--- config.mk ---
export PLATFORM = sky130hd
export DESIGN_NAME = data_mem_responder
export DESIGN_NICKNAME = d
export VERILOG_FILES = /design/src/rtl/mem_pkg.sv /design/src/rtl/ram_word_array.sv /design/src/rtl/data_mem_responder.sv
export SDC_FILE = /design/constraint.sdc
export NUM_CORES = 2
export LEC_CHECK = 0
export BUFFER_PORTS_ARGS = -buffer_cell sky130_fd_sc_hd__buf_2
export CAP_MARGIN = 20
export CORE_MARGIN = 2
export CORE_UTILIZATION = 40
export CTS_BUF_LIST = sky130_fd_sc_hd__clkbuf_4
export CTS_CLUSTER_SIZE = 25
export DETAILED_ROUTE_END_ITERATION = 6
export GPL_ROUTABILITY_DRIVEN = 1
export PLACE_DENSITY = 0.62
export SLEW_MARGIN = 20
export SYNTH_ARGS = -nofsm -noshare
export SYNTH_HDL_FRONTEND = slang
export SYNTH_HIERARCHICAL = 1
export SYNTH_SLANG_ARGS = --single-unit
--- constraint.sdc ---
create_clock -name clk -period 5.45 [get_ports clk]
set_input_delay 0.8175 -clock clk [delete_from_list [all_inputs] [get_ports clk]]
set_output_delay 0.8175 -clock clk [all_outputs]
set_load 0.1 [all_outputs]
--- src/rtl/mem_pkg.sv ---
// Shared types and constants for the data memory responder.
package mem_pkg;

  localparam int DATA_W = 32;
  // Wide enough for LATENCY-1 with LATENCY up to 15.
  localparam int CNT_W  = 4;

  typedef enum logic [1:0] {
    IDLE,
    WAIT,
    RESP
  } state_t;

endpackage

--- src/rtl/ram_word_array.sv ---
// Word-addressed storage: one synchronous write port, one combinational read port.
module ram_word_array
  import mem_pkg::*;
#(
  parameter int DEPTH = 64,
  parameter int AW    = (DEPTH > 1) ? $clog2(DEPTH) : 1
) (
  input  logic              clk,
  input  logic              we,
  input  logic [AW-1:0]     waddr,
  input  logic [DATA_W-1:0] wdata,
  input  logic [AW-1:0]     raddr,
  output logic [DATA_W-1:0] rdata
);

  logic [DATA_W-1:0] mem [DEPTH];

  always_ff @(posedge clk) begin
    if (we) begin
      mem[waddr] <= wdata;
    end
  end

  // Guard keeps non-power-of-two depths from reading past the array.
  assign rdata = (32'(raddr) < 32'(DEPTH)) ? mem[raddr] : '0;

endmodule

--- src/rtl/data_mem_responder.sv ---
// Single-outstanding load/store responder with a fixed wait latency and
// alignment/range fault detection in front of a word array.
module data_mem_responder
  import mem_pkg::*;
#(
  parameter int DEPTH   = 64,
  parameter int LATENCY = 2
) (
  input  logic              clk,
  input  logic              reset,
  input  logic              req_valid,
  input  logic              req_we,
  input  logic [31:0]       req_addr,
  input  logic [DATA_W-1:0] req_wdata,
  output logic              req_ready,
  output logic              rsp_valid,
  output logic [DATA_W-1:0] rsp_rdata,
  output logic              rsp_err
);

  localparam int AW = (DEPTH > 1) ? $clog2(DEPTH) : 1;

  state_t             state_q, state_d;
  logic [CNT_W-1:0]   cnt_q, cnt_d;
  logic               we_q, we_d;
  logic [31:0]        addr_q, addr_d;
  logic [DATA_W-1:0]  wdata_q, wdata_d;
  logic               rsp_valid_q, rsp_valid_d;
  logic               rsp_err_q, rsp_err_d;
  logic [DATA_W-1:0]  rsp_rdata_q, rsp_rdata_d;

  logic               accept;
  logic               eff_we;
  logic [31:0]        eff_addr;
  logic [DATA_W-1:0]  eff_wdata;
  logic               fault;
  logic               ram_we;
  logic [DATA_W-1:0]  ram_rdata;

  assign accept = req_valid && (state_q == IDLE);

  // With LATENCY=0 the RESP-entry edge is the acceptance edge, so the live
  // request fields stand in for the not-yet-latched ones.
  assign eff_we    = accept ? req_we    : we_q;
  assign eff_addr  = accept ? req_addr  : addr_q;
  assign eff_wdata = accept ? req_wdata : wdata_q;

  assign fault = (eff_addr[1:0] != 2'b00) ||
                 ({2'b00, eff_addr[31:2]} >= 32'(DEPTH));

  always_comb begin
    state_d     = state_q;
    cnt_d       = cnt_q;
    we_d        = we_q;
    addr_d      = addr_q;
    wdata_d     = wdata_q;
    rsp_valid_d = 1'b0;
    rsp_err_d   = 1'b0;
    rsp_rdata_d = '0;
    ram_we      = 1'b0;

    case (state_q)
      IDLE: begin
        if (req_valid) begin
          we_d    = req_we;
          addr_d  = req_addr;
          wdata_d = req_wdata;
          if (LATENCY == 0) begin
            state_d = RESP;
          end else begin
            state_d = WAIT;
            cnt_d   = CNT_W'(LATENCY - 1);
          end
        end
      end
      WAIT: begin
        if (cnt_q == '0) begin
          state_d = RESP;
        end else begin
          cnt_d = cnt_q - 1'b1;
        end
      end
      RESP:    state_d = IDLE;
      default: state_d = IDLE;
    endcase

    // RESP always exits to IDLE, so state_d==RESP marks the entry edge.
    if (state_d == RESP) begin
      rsp_valid_d = 1'b1;
      rsp_err_d   = fault;
      ram_we      = eff_we && !fault;
      if (!eff_we && !fault) begin
        rsp_rdata_d = ram_rdata;
      end
    end
  end

  always_ff @(posedge clk or posedge reset) begin
    if (reset) begin
      state_q     <= IDLE;
      cnt_q       <= '0;
      we_q        <= 1'b0;
      addr_q      <= '0;
      wdata_q     <= '0;
      rsp_valid_q <= 1'b0;
      rsp_err_q   <= 1'b0;
      rsp_rdata_q <= '0;
    end else begin
      state_q     <= state_d;
      cnt_q       <= cnt_d;
      we_q        <= we_d;
      addr_q      <= addr_d;
      wdata_q     <= wdata_d;
      rsp_valid_q <= rsp_valid_d;
      rsp_err_q   <= rsp_err_d;
      rsp_rdata_q <= rsp_rdata_d;
    end
  end

  ram_word_array #(
    .DEPTH (DEPTH),
    .AW    (AW)
  ) u_ram (
    .clk   (clk),
    .we    (ram_we),
    .waddr (eff_addr[AW+1:2]),
    .wdata (eff_wdata),
    .raddr (eff_addr[AW+1:2]),
    .rdata (ram_rdata)
  );

  assign req_ready = (state_q == IDLE);
  assign rsp_valid = rsp_valid_q;
  assign rsp_err   = rsp_err_q;
  assign rsp_rdata = rsp_rdata_q;

endmodule

==> impl_metrics.py <==
metrics = {
    "logic_synthesis": {
        "synth_area_mm2": 0.0822,
        "synthesis.nets": 3667,
        "yosysSeqAreaShare": 0.780,
        "synth_edf_count": 2048,
        "syn_area_per_cell_um2": 22.9,
        "synth_top_area_share": 0.748,
        "synth.distinct_cells": 47,
        "synth_seq_cells": 2153,
        "yosysWarningCount": 6,
        "synthTopCellsByArea": "edfxtp_1, mux4_2, dfrtp_1, mux2i_1, mux2_2",
        "syn_inst": 3597,
        "async_flop_share": 0.0488,
        "synth_top_area_cell": "edfxtp_1",
        "yosys_most_used_dff": "edfxtp_1",
    },
    "power_and_ir_drop": {
        "powerDensity_mw_per_mm2": 559,
        "p_leak_nw": 30.6,
        "power_mw": 53.0,
        "peakVddDrop_mv": 0.478,
    },
    "layout": {
        "regArea_mm2": 0.0641,
        "drive_gt1_frac": 0.403,
        "fin_util": 0.463,
        "final_cell_count_no_fill": 7328,
        "multiInputGateArea_mm2": 0.0176,
        "final_common_cell": "edfxtp_1",
        "nNetsFinal": 4359,
        "final_cell_mix": "edfxtp_1, clkbuf_4, mux4_2, buf_4, dfrtp_1",
        "design_area_mm2": 0.0947,
        "fillCellCount": 17100,
        "area_growth_pct": 15.2,
    },
    "floorplan": {
        "die_h_um": 457,
        "rows": 166,
        "die_w_um": 457,
        "start_util": 0.402,
        "dieArea_mm2": 0.209,
        "ios": 103,
        "core_mm2": 0.204,
    },
    "min_path": {
        "hold_class": "in2reg",
        "hold_start": "req_valid",
        "hold_path_end": "cnt_q[2]",
        "worstHoldPathCells": 4,
    },
    "sta": {
        "setup_violations": 0,
        "tightest_slew_ns": 1.05,
        "rsz0062_at_grt": "false",
        "hold_viol": 0,
        "clock_skew_ns": 0.0907,
        "final_max_slew_viol_count": 0,
        "fin_setup_tns_ns": 0,
        "min_period_ns": 4.68,
        "hold_ws_ns": 0.190,
        "max_freq_mhz": 214,
        "fin_crit_sh": 0.858,
        "setup_ws_ns": 0.772,
        "slew_headroom": 0.298,
    },
    "critical_path": {
        "crit_path_start_kind": "flip-flop",
        "crit_fanout": 70,
        "r2r_end": "rsp_rdata[29]",
        "crit_arrival_ns": 5.84,
        "criticalPathCategory": "reg2reg",
        "cp-end-kind": "flip-flop",
        "r2r_setup_slack_ns": 0.77,
        "r2r-start": "state_q[0]",
        "reg2reg_depth": 11,
        "required_ns": 6.62,
    },
    "global_route": {
        "grt_start_max_net_pins": 81,
        "grt_pass1_wl_mm": 309,
        "gr-usage-all-layers": 0.208,
        "grt-ovfl-total": 0,
        "grt_pass1_vias": 43300,
        "antenna_found_initial": 13,
    },
    "drt": {
        "drc": 0,
        "drt-total-wl_mm": 219,
        "drtIter0Drc": 4832,
        "vias": 41800,
        "drt_pass1_iterations": 6,
        "ant_nets": 0,
        "wl_per_cell_um": 29.9,
        "viasPerCell": 5.70,
    },
    "place": {
        "dp_slack_ns": 0.292,
        "place.gp.congestion": 0.835,
        "hpwlAfterDp_mm": 125,
        "dp_cells": 6402,
        "io_buffers": 102,
        "dpl_cell_area_mm2": 0.0878,
    },
    "clocking": {
        "cts_max_path_buffers": 4,
        "cts_hold_buf": 29,
        "post-cts-setup-buffers": 0,
        "cts_tree": "yes",
        "cts_made_buffers": 544,
        "clkTransAtPathRegs_ns": 0.07,
        "cts_max_level": 6,
        "cts-root-buf": "clkbuf_4",
        "cts_resized": 0,
        "clock_latency_ns": 1.33,
        "cts_sinks": 2153,
    },
    "status": {
        "run_status": "finished clean",
    },
    "flow_run": {
        "maxCapViolations": 0,
    },
}
[synthesized netlist by cell type, types with 9 or more instances]
cell type and count:
nor2_1 145, a22oi_1 12, nor4_2 26, buf_2 74, mux2i_1 93, nor3_1 9
clkbuf_1 75, o221ai_1 27, nand2b_1 9, nor4_1 15, nor2b_1 17, edfxtp_1 2048
dfrtp_1 105, mux4_2 544, buf_4 25, nand2_1 60, mux2_2 68, buf_1 21
o22ai_1 84, a21oi_1 62, buf_6 9
[worst max-delay path by stage]
| stage | startpoint | to | slack (ns) | cells past startpoint |
|---|---|---|---|---|
| final | state_q[0] | rsp_rdata[29] | 0.77 | 11 |
| after global routing | state_q[0] | rsp_rdata[24] | 0.54 | 10 |
| after CTS | state_q[0] | rsp_rdata[24] | 0.79 | 10 |
| after detailed placement | req_valid | rsp_rdata[24] | 0.29 | 11 |
| after global placement | req_valid | rsp_rdata[24] | 0.31 | 11 |
| after floorplan | req_valid | u_ram/mem[48][0] | 0.24 | 8 |
[layer usage]
metal / GRT usage / part of all wire / up-vias
li1: - / - / 17000
met1: 0.272 / 0.38 / 22200
met2: 0.323 / 0.48 / 2197
met3: 0.0655 / 0.10 / 358
met4: 0.0907 / 0.038 / 2
met5: 0 / 0.000059 / -
[final cells by class]
cell class                 count  share of cell area
sequential                  2153               0.677
multi-input combinational   1237               0.186
clock buffer                 802              0.0636
tap                         2688              0.0355
timing repair buffer         350              0.0312
clock inverter                76             0.00537
antenna                       19            0.000502
inverter                       3            0.000172
[critical path, stage by stage (launching register included)]
cell	delay [ns]
dfrtp_1	0.41
nor3b_2	0.55
buf_4	0.28
mux2_8	0.73
buf_4	0.53
buf_4	0.25
mux4_2	0.30
mux4_2	0.49
o22ai_1	0.62
nor2_1	0.19
nand2_1	0.12
nor4_2	0.05
[kinds of logic (layout without fill, tap and decap cells)]
| family | after synthesis | after routing | share of synthesized area |
|---|---|---|---|
| xor+xnor | 2 | 2 | 0.000213 |
| compound gates | 206 | 206 | 0.0163 |
| flops | 2153 | 2153 | 0.780 |
| fa+ha+maj | 2 | 2 | 0.000304 |
| mux | 705 | 705 | 0.170 |
| other cells | 0 | 19 | 0 |
| buf+inv | 207 | 1231 | 0.0125 |
| simple gates | 322 | 322 | 0.0207 |
[where the power goes]
part	leakage, nW	internal (mW)	switching [mW]
clock	3.95	7.05	6.18
combinational	6.90	6.60	11.9
sequential	19.7	21.1	0.109
[sequential cells by signal (all words and copies together) (netlist names)]
name / cells
wdata_q: 32
rsp_valid: 1
addr_q: 32
we_q: 1
rsp_rdata: 32
state_q: 2
u_ram/mem: 2048
cnt_q: 4
rsp_err: 1
Power figures use the tool's default switching activity.
